### config.mk
export PLATFORM = sky130hd
export DESIGN_NAME = ifetch_stage
export DESIGN_NICKNAME = d
export VERILOG_FILES = /design/src/rtl/ifetch_stage.sv
export SDC_FILE = /design/constraint.sdc
export NUM_CORES = 1
export LEC_CHECK = 0
export BUFFER_PORTS_ARGS = -buffer_cell sky130_fd_sc_hd__buf_2
export CAP_MARGIN = 20
export CORE_ASPECT_RATIO = 1.5
export CORE_MARGIN = 4
export CORE_UTILIZATION = 41
export CTS_CLUSTER_DIAMETER = 30
export DETAILED_ROUTE_END_ITERATION = 16
export PLACE_DENSITY = 0.73
export SLEW_MARGIN = 15
export SYNTH_ARGS = -nofsm -noshare
export SYNTH_HDL_FRONTEND = slang
export SYNTH_SLANG_ARGS = --single-unit
### constraint.sdc
create_clock -name clk -period 6 [get_ports clk]
set_input_delay 1.2 -clock clk [delete_from_list [all_inputs] [get_ports clk]]
set_output_delay 1.2 -clock clk [all_outputs]
set_load 0.05 [all_outputs]
### src/rtl/ifetch_stage.sv
// Instruction fetch stage for the pipelined LC-3b: owns the PC, drives the
// instruction memory read port and holds the fetched IR for decode.
module ifetch_stage (
   input  logic        clk,
   input  logic        rst,
   output logic        imem_read,
   output logic [15:0] imem_address,
   input  logic        imem_resp,
   input  logic [15:0] imem_rdata,
   input  logic        stall,
   input  logic        redirect,
   input  logic [15:0] redirect_pc,
   output logic        if_valid,
   output logic [15:0] if_ir,
   output logic [15:0] if_pc,
   output logic [3:0]  opcode,
   output logic        ir4,
   output logic        ir5,
   output logic        ir11
);

   typedef enum logic [1:0] {
      FETCH   = 2'd0,
      HOLD    = 2'd1,
      DISCARD = 2'd2
   } state_t;

   state_t      state_r, state_s;
   logic [15:0] pc_r, pc_s;
   logic [15:0] disc_addr_r, disc_addr_s;
   logic [15:0] skid_ir_r, skid_ir_s;
   logic [15:0] skid_pc_r, skid_pc_s;
   logic        valid_r, valid_s;
   logic [15:0] ir_r, ir_s;
   logic [15:0] opc_r, opc_s;
   logic        accept_s;
   logic [15:0] pc_inc_s;

   function automatic logic [15:0] word_inc(input logic [15:0] a);
      return a + 16'd2;
   endfunction

   // Next-state, PC, skid and output-register logic.
   always_comb begin
      state_s     = state_r;
      pc_s        = pc_r;
      disc_addr_s = disc_addr_r;
      skid_ir_s   = skid_ir_r;
      skid_pc_s   = skid_pc_r;
      valid_s     = valid_r;
      ir_s        = ir_r;
      opc_s       = opc_r;
      accept_s    = !valid_r || !stall;
      pc_inc_s    = word_inc(pc_r);

      if (redirect) begin
         // A redirect flushes everything; an unretractable read is ridden out in DISCARD.
         valid_s   = 1'b0;
         ir_s      = 16'h0000;
         skid_ir_s = 16'h0000;
         skid_pc_s = 16'h0000;
         pc_s      = {redirect_pc[15:1], 1'b0};
         if ((state_r == FETCH) && !imem_resp) begin
            state_s     = DISCARD;
            disc_addr_s = pc_r;
         end else if ((state_r == DISCARD) && !imem_resp) begin
            state_s = DISCARD;
         end else begin
            state_s = FETCH;
         end
      end else begin
         case (state_r)
            FETCH: begin
               if (imem_resp) begin
                  pc_s = pc_inc_s;
                  if (accept_s) begin
                     valid_s = 1'b1;
                     ir_s    = imem_rdata;
                     opc_s   = pc_inc_s;
                  end else begin
                     skid_ir_s = imem_rdata;
                     skid_pc_s = pc_inc_s;
                     state_s   = HOLD;
                  end
               end else begin
                  if (accept_s) begin
                     valid_s = 1'b0;
                     ir_s    = 16'h0000;
                  end else begin
                     valid_s = valid_r;
                  end
               end
            end
            HOLD: begin
               if (!stall) begin
                  valid_s = 1'b1;
                  ir_s    = skid_ir_r;
                  opc_s   = skid_pc_r;
                  state_s = FETCH;
               end else begin
                  state_s = HOLD;
               end
            end
            DISCARD: begin
               if (imem_resp) begin
                  state_s = FETCH;
               end else begin
                  state_s = DISCARD;
               end
            end
            default: begin
               state_s = FETCH;
               valid_s = 1'b0;
               ir_s    = 16'h0000;
            end
         endcase
      end
   end

   // State, PC, skid and output registers.
   always_ff @(posedge clk or posedge rst) begin
      if (rst) begin
         state_r     <= FETCH;
         pc_r        <= 16'h0000;
         disc_addr_r <= 16'h0000;
         skid_ir_r   <= 16'h0000;
         skid_pc_r   <= 16'h0000;
         valid_r     <= 1'b0;
         ir_r        <= 16'h0000;
         opc_r       <= 16'h0000;
      end else begin
         state_r     <= state_s;
         pc_r        <= pc_s;
         disc_addr_r <= disc_addr_s;
         skid_ir_r   <= skid_ir_s;
         skid_pc_r   <= skid_pc_s;
         valid_r     <= valid_s;
         ir_r        <= ir_s;
         opc_r       <= opc_s;
      end
   end

   // Memory port: DISCARD keeps the abandoned address stable until its response.
   always_comb begin
      imem_read = !rst && (state_r != HOLD);
      if (state_r == DISCARD) begin
         imem_address = disc_addr_r;
      end else begin
         imem_address = pc_r;
      end
   end

   assign if_valid = valid_r;
   assign if_ir    = ir_r;
   assign if_pc    = opc_r;
   assign opcode   = ir_r[15:12];
   assign ir4      = ir_r[4];
   assign ir5      = ir_r[5];
   assign ir11     = ir_r[11];

endmodule

### Yosys cells after proc, flatten, opt, wreduce, memory -nomap -nowiden

Cells that the tools add are included.

* register bits: 99
* bits of input ports: 37
* output and inout port bits: 57
* logic and storage cells: 76

* $add $sub $neg: 1
* equal/unequal tests: 12
* mux-type cells: 36
* bitwise gates (word level): 1
* reductions and logical operators: 18

Operators by type and width (number)
* $mux 16: 20
* $pmux 16 s3: 1
* $pmux 16 s2: 1
* $add 16x2->16 const B: 1
* $mux 2: 6
* $ne 3x3->1 const B: 4
* $ne 2x2->1 const B: 5
* $mux 1: 6
* $pmux 2 s3: 1
* $reduce_and 2->1: 3
* $reduce_and 3->1: 2
* $reduce_bool 2->1: 3
* $reduce_and 5->1: 1
* $logic_not 1->1: 4
* $logic_and 1x1->1: 3
* $pmux 1 s3: 1
* $eq 2x1->1 const B: 1
* $eq 2x2->1 const B: 1
* $logic_not 2->1: 1
* $ne 2x1->1 const B: 1
* $logic_or 1x1->1: 1
* $not 1->1: 1

### Depth between registers and ports, before layout

Gate-level depths: netlist of run 1.

* word-level depth: 6
* gate-level depth with buffers: 8
* gate-level depth less buffers: 6

### Worst setup path before layout of run 1

No wires, ideal clock.

* path kind: register -> output
* start: register state_r[1]
* end: output imem_address[5]
* arrival time: 2.046 ns
* data required time: 4.800 ns
* slack: 2.754 ns
* cell stages (with the launch flop): 6
* buffers on the path: 3
* cells stage by stage: dfrtp_1 buf_2 nor2b_1 buf_2 buf_2 o21ai_0

* cells in the longest elaborated chain, start to end: 2

Ends and longest elaborated chain
* from (decl): RTL line 28 `state_t state_r, state_s;`
* from (signal assigned): RTL line 132 `state_r <= state_s;`
* $eq 2x2->1: RTL line 146 `if (state_r == DISCARD) begin`
* $mux 16: RTL line 146
* to (decl): RTL line 7 `output logic [15:0] imem_address,`

Every way passes these cells.

### Worst setup path in the final report of run 1

* start: input redirect
* end: register opc_r[8] (netlist: if_pc[8])

* cells in the longest elaborated chain, start to end: 2

Ends and longest elaborated chain
* from (decl): RTL line 11 `input logic redirect,`
* $not 1->1 (no source line)
* $reduce_and 5->1 (no source line)
* to (signal assigned): RTL line 139 `opc_r <= opc_s;`
* to (decl): RTL line 35 `logic [15:0] opc_r, opc_s;`

Every way passes these cells.
A chain may end at the register's enable or synchronous reset.

==> results of run 1 <==
==> worst reg2reg max path: cells and delay by family, from the launching register on <==
kind	cells	cell delay, ns
and+or+nand+nor	3	1.37
DFF	1	0.49
AOI/OAI and AO/OA	2	0.45
==> stage by stage <==
step | utilization [%] | total power, W
floorplan | - | 0.001111
global placement | 46.11 | 0.001201
detailed placement | 46.11 | 0.001213
CTS | 48.89 | 0.001791
global route | 48.89 | 0.001858
finish | 48.89 | 0.001776
==> logic make-up (layout without fill, tap and decap cells) <==
| logic type | after synthesis | in the layout | share of synthesized area, % |
|---|---|---|---|
| simple gates | 136 | 136 | 13.82 |
| other cells | 1 | 1 | 0.08140 |
| compound gates | 107 | 107 | 15.37 |
| buf+inv | 46 | 116 | 5.323 |
| mux | 30 | 30 | 7.306 |
| flops | 97 | 97 | 52.69 |
| fa+ha+maj | 1 | 1 | 0.2715 |
| xor+xnor | 27 | 27 | 5.133 |
==> power by group <==
group | internal (W) | total (W) | switching (W)
logic | 0.000121 | 0.000420 | 0.000299
registers | 0.000721 | 0.000776 | 0.0000546
clock network | 0.000337 | 0.000580 | 0.000243
total | 0.00118 | 0.00178 | 0.000597
==> worst max-delay path by stage <==
stage                                  endpoint  slack (ns)  cells after the start
global route               if_pc[8]$_DFFE_PP0P_        2.55                      6
floorplan           disc_addr_r[10]$_DFFE_PP0P_        2.27                      1
detailed placement         if_pc[7]$_DFFE_PP0P_        2.46                      6
CTS                        if_pc[8]$_DFFE_PP0P_        2.85                      6
finish                     if_pc[8]$_DFFE_PP0P_        2.87                      6
global placement           if_pc[9]$_DFFE_PP0P_        2.52                      6
==> sequential cells by signal, summed over array words and instances, names as in the netlist <==
signal	flops
if_ir	16
if_pc	16
skid_ir_r	16
skid_pc_r	16
disc_addr_r	15
pc_r	15
state_r	2
if_valid	1
==> layout make-up <==
| type | count | area [µm²] | share of cell area, % |
|---|---|---|---|
| Tap cell | 147 | 183.9 | 3.421 |
| Multi-Input combinational cell | 302 | 1943 | 36.14 |
| Clock buffer | 11 | 242.7 | 4.515 |
| Sequential cell | 97 | 2427 | 45.15 |
| Inverter | 2 | 8.758 | 0.1629 |
| Timing Repair Buffer | 98 | 508.0 | 9.448 |
| Clock inverter | 5 | 62.56 | 1.164 |
==> placed cells by master, fill, tap and decap left out, drive strengths merged, types with 2 or more instances in the layout <==
| cell type | instances |
|---|---|
| a21oi | 3 |
| a22o | 21 |
| a22oi | 16 |
| a31oi | 2 |
| buf | 98 |
| clkbuf | 11 |
| clkinv | 2 |
| clkinvlp | 2 |
| dfrtp | 97 |
| inv | 2 |
| mux2 | 29 |
| nand2 | 76 |
| nand2b | 2 |
| nand3 | 10 |
| nand4 | 5 |
| nor2 | 23 |
| nor2b | 2 |
| nor3 | 8 |
| nor4 | 4 |
| o211ai | 4 |
| o21ai | 59 |
| xnor2 | 13 |
| xor2 | 14 |
==> layer usage <==
| metal | up-vias | part of all wire, % |
|---|---|---|
| met5 | - | 0 |
| met2 | 81 | 52 |
| met1 | 1638 | 40 |
| met4 | 0 | 1.8 |
| li1 | 1665 | - |
| met3 | 15 | 5.4 |
==> summary.txt, run 1 <==
Outcome
  • Status: finished, final reports clean

Critical path
  • Crit Path Category: input pin to flip-flop
  • Worst-path cell chain: buf_2 > nor2_1 > nand2_1 > nor2_1 > nand2_1 > o211ai_1
  • RR Startpoint: state_r[0]$_DFFE_PP0P_
  • Reg2Reg Depth: 5
  • Startpoint types: input pin
  • Crit Path Max Fanout: 37
  • CP endpoint kind: flip-flop
  • R2r endpoint: if_pc[8]$_DFFE_PP0P_
  • Reg2Reg Setup Slack: between 3 and 4 ns
  • Arrival time worst endpoint: 3.39 ns
  • CP delay by family, top: simple AND/OR/NAND/NOR gates
  • Critical Path RT: approximately 6.3 ns
  • Critical-path top delay cell: nor2_1
  • Worst Setup SP: redirect
  • CP bufs+invs: 1
  • Slowest stage delay, CP: approximately 0.75 ns

Synthesis
  • Number of flops mapped to enable cells by yosys: 0
  • Flop and latch count out of synthesis: 97
  • Mean Syn Cell Area: ~10 µm²
  • Synth top area cells: dfrtp_1 (53%), mux2_2 (7.1%), nand2_1 (6.2%)
  • Synthesized netlist cell count: between 400 and 500
  • Synth Cell Area: 4607 µm²
  • Top_reg_cell synth: dfrtp_1
  • Most instantiated cells after synthesis: dfrtp_1 (97), nand2_1 (76), o21ai_0 (38), mux2_2 (29), nor2_1 (23)
  • Synth warnings: 0
  • Register area share after synthesis: between 50% and 60%
  • Post-synth net total: 483
  • Top-area cell type share of the netlist area: between 50% and 60%
  • Distinct cells, synth: about 40
  • Ys async rst share: 100.0%
  • Synth area leader: dfrtp_1
  • Most frequent cell after synthesis: dfrtp_1

STA
  • Unrepaired setup endpoints after global routing: no
  • Min cycle time layout: roughly 3.1 ns
  • Relative slew slack: between 40% and 50%
  • Final setup skew: between 0.005 and 0.006 ns
  • Pins over their slew limit: 0
  • Fmax: between 300 and 400 MHz
  • Final setup fails: 0
  • Hold slack: around 0.48 ns
  • Worst slew pin tran: a little over 0.8 ns
  • Final WS setup: between 2 and 3 ns
  • Final hold violations: 0
  • Post-route clock period utilization: a little over half
  • TNS Setup: 0 ns

Drt
  • WL per Instance: between 15 and 20 µm
  • Routed vias/inst: between 5 and 6
  • Post-Route WL: 10050 µm
  • DR pass1 iterations: 6
  • DR iter-0 viols: roughly 160
  • DRC: 0
  • Routed Antenna Nets: 0
  • Vias: 3399

Worst hold path
  • Hold path cells: 2
  • Hold path startpoint: if_ir[8]$_DFFE_PP0P_
  • Hold path endpoint: if_ir[8]$_DFFE_PP0P_
  • Worst hold path class: flip-flop to flip-flop

Power
  • Power per cell area: 330.3 nW/µm²
  • VDD IR max: between 0.0001 and 0.00015 V
  • Leakage: approximately 2.5 nW

Floorplan
  • I/O pin count: 94
  • Core area: 11000 µm²
  • Die H: about 140 µm
  • Core Rows: between 40 and 50
  • Die W: approximately 95 µm
  • Full die area: 13030 µm²
  • Initial Utilization: between 40% and 50%

CTS
  • Post-CTS sizing: 0
  • Worst skew pair latency: roughly 0.34 ns
  • H-Tree Depth: 3
  • Clock transition at path regs: 0.06 ns
  • CTS tree: built
  • CTS root buf: clkbuf_16
  • Hold_buf cts: 0
  • Sink Count: 97
  • CTS Buffer Depth: 2
  • CTS Buf Count: 9
  • Postcts setup bufs: 0

GRT
  • Initial antenna violation count: 0
  • GRT met2 Usage: 29.15%
  • Total Routing Usage GR: approximately 16%
  • First-pass GRT wire length: 16770 µm
  • Number of global-route vias before repair: between 3k and 4k
  • GR Overflow Total: 0
  • GR Util met1: a little under a fifth
  • Met3 Use GR: around 3.4%
  • Largest net degree at the start of global routing: 58
  • GR peak layer: met2

Placement
  • Placed insts: 646
  • Port-buffer cells: 91
  • Placed cell areas: between 5000 and 6000 µm²
  • GP Congestion: ~0.77
  • Post-DP HPWL: between 7000 and 8000 µm
  • Pre-CTS setup slack: roughly 2.5 ns

Finish
  • Final antenna diode count: 0
  • Layout Nets: 548
  • Final std cell area, no fill: around 5400 µm²
  • P&R area growth vs syn: 16.70%
  • Post-route insts no fill: approximately 660
  • Fraction of layout cells with a size suffix above 1: a little under a third
  • Fill cells: between 1k and 1.5k

Job
  • MaxCap Viol Count: 0
No activity file was read; power rests on OpenSTA's default activity.
==> inputs of run 2 (changes only) <==
Settings changed: PLACE_DENSITY 0.73 to 0.75.
Clock period 6 ns to 2.5 ns, I/O delays scaled along.
==> run 2 against run 1 <==
- cell count is 0.60% higher
- non-clock buffer count is 5 higher
- final area is 1.4% higher
- sequential share of layout area is 0.63 points lower
- clock skew is 0.0042 ns higher
- register-to-register slack worse by 3.2 ns
- die area stayed put
- highest routed layer unchanged
==> summary.txt, run 2 (synthesis gave the netlist of run 1 again) <==
Outcome
  • Status: finished, final reports clean

Critical path
  • CP delay by family, top: flip-flops
  • Crit Path Max Fanout: 17 (-54%)
  • Startpoint types: flip-flop
  • Reg2Reg Setup Slack: 0.44 ns (-3.17 ns)
  • Worst-path cell chain: nor2b_1 > buf_4 > mux2_2 > buf_2
  • Critical-path top delay cell: dfrtp_1
  • CP endpoint kind: primary output
  • CP bufs+invs: 2 (+1)
  • Crit Path Category: flip-flop to primary output
  • Slowest stage delay, CP: 0.53 ns (-0.22 ns)
  • Arrival time worst endpoint: 1.89 ns (-1.50 ns)
  • Critical Path RT: 2.00 ns (-4.25 ns)

GRT
  • Number of global-route vias before repair: 3564 (+2.2%)
  • Met3 Use GR: 3.333% (-0.055 points)
  • Total Routing Usage GR: 17.13% (+0.86 points)
  • Largest net degree at the start of global routing: 98 (+69%)
  • Initial antenna violation count: 0 (unchanged)
  • First-pass GRT wire length: 17450 µm (+4.0%)
  • GRT met2 Usage: 29.74% (+0.59 points)
  • GR Util met1: 20.53% (+1.5 points)
  • GR Overflow Total: 0 (unchanged)
  • GR peak layer: met2

Drt
  • DRC: 0 (unchanged)
  • Post-Route WL: 10520 µm (+4.7%)
  • Vias: 3460 (+1.8%)
  • DR iter-0 viols: 178 (+9.9%)
  • Routed vias/inst: 5.195 (+1.2%)
  • Routed Antenna Nets: 0 (unchanged)
  • DR pass1 iterations: 4 (-2)
  • WL per Instance: 15.80 µm (+4.0%)

CTS
  • Postcts setup bufs: 0 (unchanged)
  • CTS root buf: clkbuf_16
  • Hold_buf cts: 0 (unchanged)
  • H-Tree Depth: 3 (unchanged)
  • Post-CTS sizing: 0 (unchanged)
  • Worst skew pair latency: 0.34 ns (about the same)
  • Sink Count: 97 (unchanged)
  • CTS Buf Count: 9 (unchanged)
  • Clock transition at path regs: 0.07 ns (about the same)
  • CTS tree: built
  • CTS Buffer Depth: 2 (unchanged)

Finish
  • Final antenna diode count: 0 (unchanged)
  • Most frequent cells in the layout: dfrtp_1 (97), buf_2 (91), nand2_1 (76)
  • Layout Nets: 553 (+0.91%)
  • Core Util, Final: 49.58% (+0.69 points)
  • P&R area growth vs syn: 18.36%
  • Fraction of layout cells with a size suffix above 1: 32.56% (+0.72 points)
  • Most common cell after layout, fill and taps aside: dfrtp_1
  • Fill cells: 1008 (-2.4%)
  • Post-route insts no fill: 666 (+0.60%)

STA
  • Fmax: between 400 and 500 MHz
  • TNS Setup: 0 ns (unchanged)
  • Final setup skew: 0.01013 ns (+0.004219 ns)
  • Final hold violations: 0 (unchanged)
  • Final setup fails: 0 (unchanged)
  • Worst slew pin tran: 0.5293 ns (-0.2921 ns)
  • Unrepaired setup endpoints after global routing: no
  • Post-route clock period utilization: between 90% and 100%
  • Min cycle time layout: between 2 and 2.5 ns
  • Pins over their slew limit: 0 (unchanged)
  • Hold slack: 0.3013 ns (-0.1737 ns)
  • Relative slew slack: 64.71% (+20 points)

Worst hold path
  • Worst hold path class: input pin to async pin

Placement
  • GP Congestion: 0.8296 (+7.6%)
  • Port-buffer cells: 91 (unchanged)
  • Placed insts: 651 (+0.77%)
  • Post-DP HPWL: 7586 µm (+4.7%)

Power
  • Leakage: 2.525 nW (+1.6%)
  • Total power: 0.004371 W (+150%)
  • Net Switching: 0.001412 W (+140%)
  • Sequential power share: 42.5% (-1.2 points)
  • Combinational fraction of design power: 23.6% (about the same)
  • Switching share of power: 32.30% (-1.3 points)
  • Clock network power share: 33.9% (+1.3 points)
  • Int Pwr: 0.002959 W (+150%)
  • VDD IR max: 0.0003874 V (+190%)
  • Power per cell area: 801.5 nW/µm² (+140%)

Floorplan
  • I/O pin count: 94 (unchanged)
  • Die H: 137.8 µm (unchanged)
  • Full die area: 13030 µm² (unchanged)
  • Core Rows: 47 (unchanged)
  • Die W: 94.55 µm (unchanged)
  • Initial Utilization: 41.89% (unchanged)
  • Core area: 11000 µm² (unchanged)

Job
  • MaxCap Viol Count: 0 (unchanged)
[run 2: final cells by class]
cell class / instances / area [µm²] / share of cell area [%]
sequential: 97 / 2427 / 44.52
clock buffer: 11 / 252.7 / 4.635
clock inverter: 4 / 76.32 / 1.400
tap: 147 / 183.9 / 3.373
multi-input combinational: 302 / 1943 / 35.64
timing repair buffer: 103 / 558.0 / 10.23
inverter: 2 / 11.26 / 0.2065
[run 2: path summary, 6_finish.rpt]
| kind | startpoint | depth (start not counted) | endpoint |
|---|---|---|---|
| min in group clk | redirect_pc[4] | 3 | pc_r[4]$_DFFE_PP0P_ |
| hold / removal | rst | 3 | pc_r[8]$_DFFE_PP0P_ |
| setup reg to reg | state_r[0]$_DFFE_PP0P_ | 3 | skid_pc_r[8]$_DFFE_PP0P_ |
| setup / recovery | state_r[1]$_DFFE_PP0P_ | 4 | imem_address[13] |
| hold reg to reg | if_ir[8]$_DFFE_PP0P_ | 2 | if_ir[8]$_DFFE_PP0P_ |
| max in group asynchronous | rst | 3 | skid_pc_r[1]$_DFFE_PP0P_ |
[run 2: per-layer routing]
layer	up-vias	share of wire, %
met5	-	0
met4	0	1.9
met3	11	4.2
met2	90	51
met1	1689	42
li1	1670	-
[run 2: metrics by stage]
stage               instance area [µm²]  setup slack [ns]
floorplan                          4611            0.3359
global placement                   5124            0.3789
detailed placement                 5124            0.3447
CTS                                5453           0.09155
global route                       5453           0.01906
finish                             5453            0.1058
[run 2: power by group through the flow]
stage | Sequential, W | Clock, W | Combinational, W
after CTS | 0.00186 | 0.00152 | 0.00104
after global routing | 0.00188 | 0.00159 | 0.00110
after detailed placement | 0.00189 | 0 | 0.00104
after floorplan | 0.00208 | 0 | 0.000587
final | 0.00186 | 0.00148 | 0.00103
after global placement | 0.00188 | 0 | 0.00102
[run 2: worst min-delay path, delay by kind of cell]
family | cells | cell delay (ns)
buf+inv | 3 | 0.57
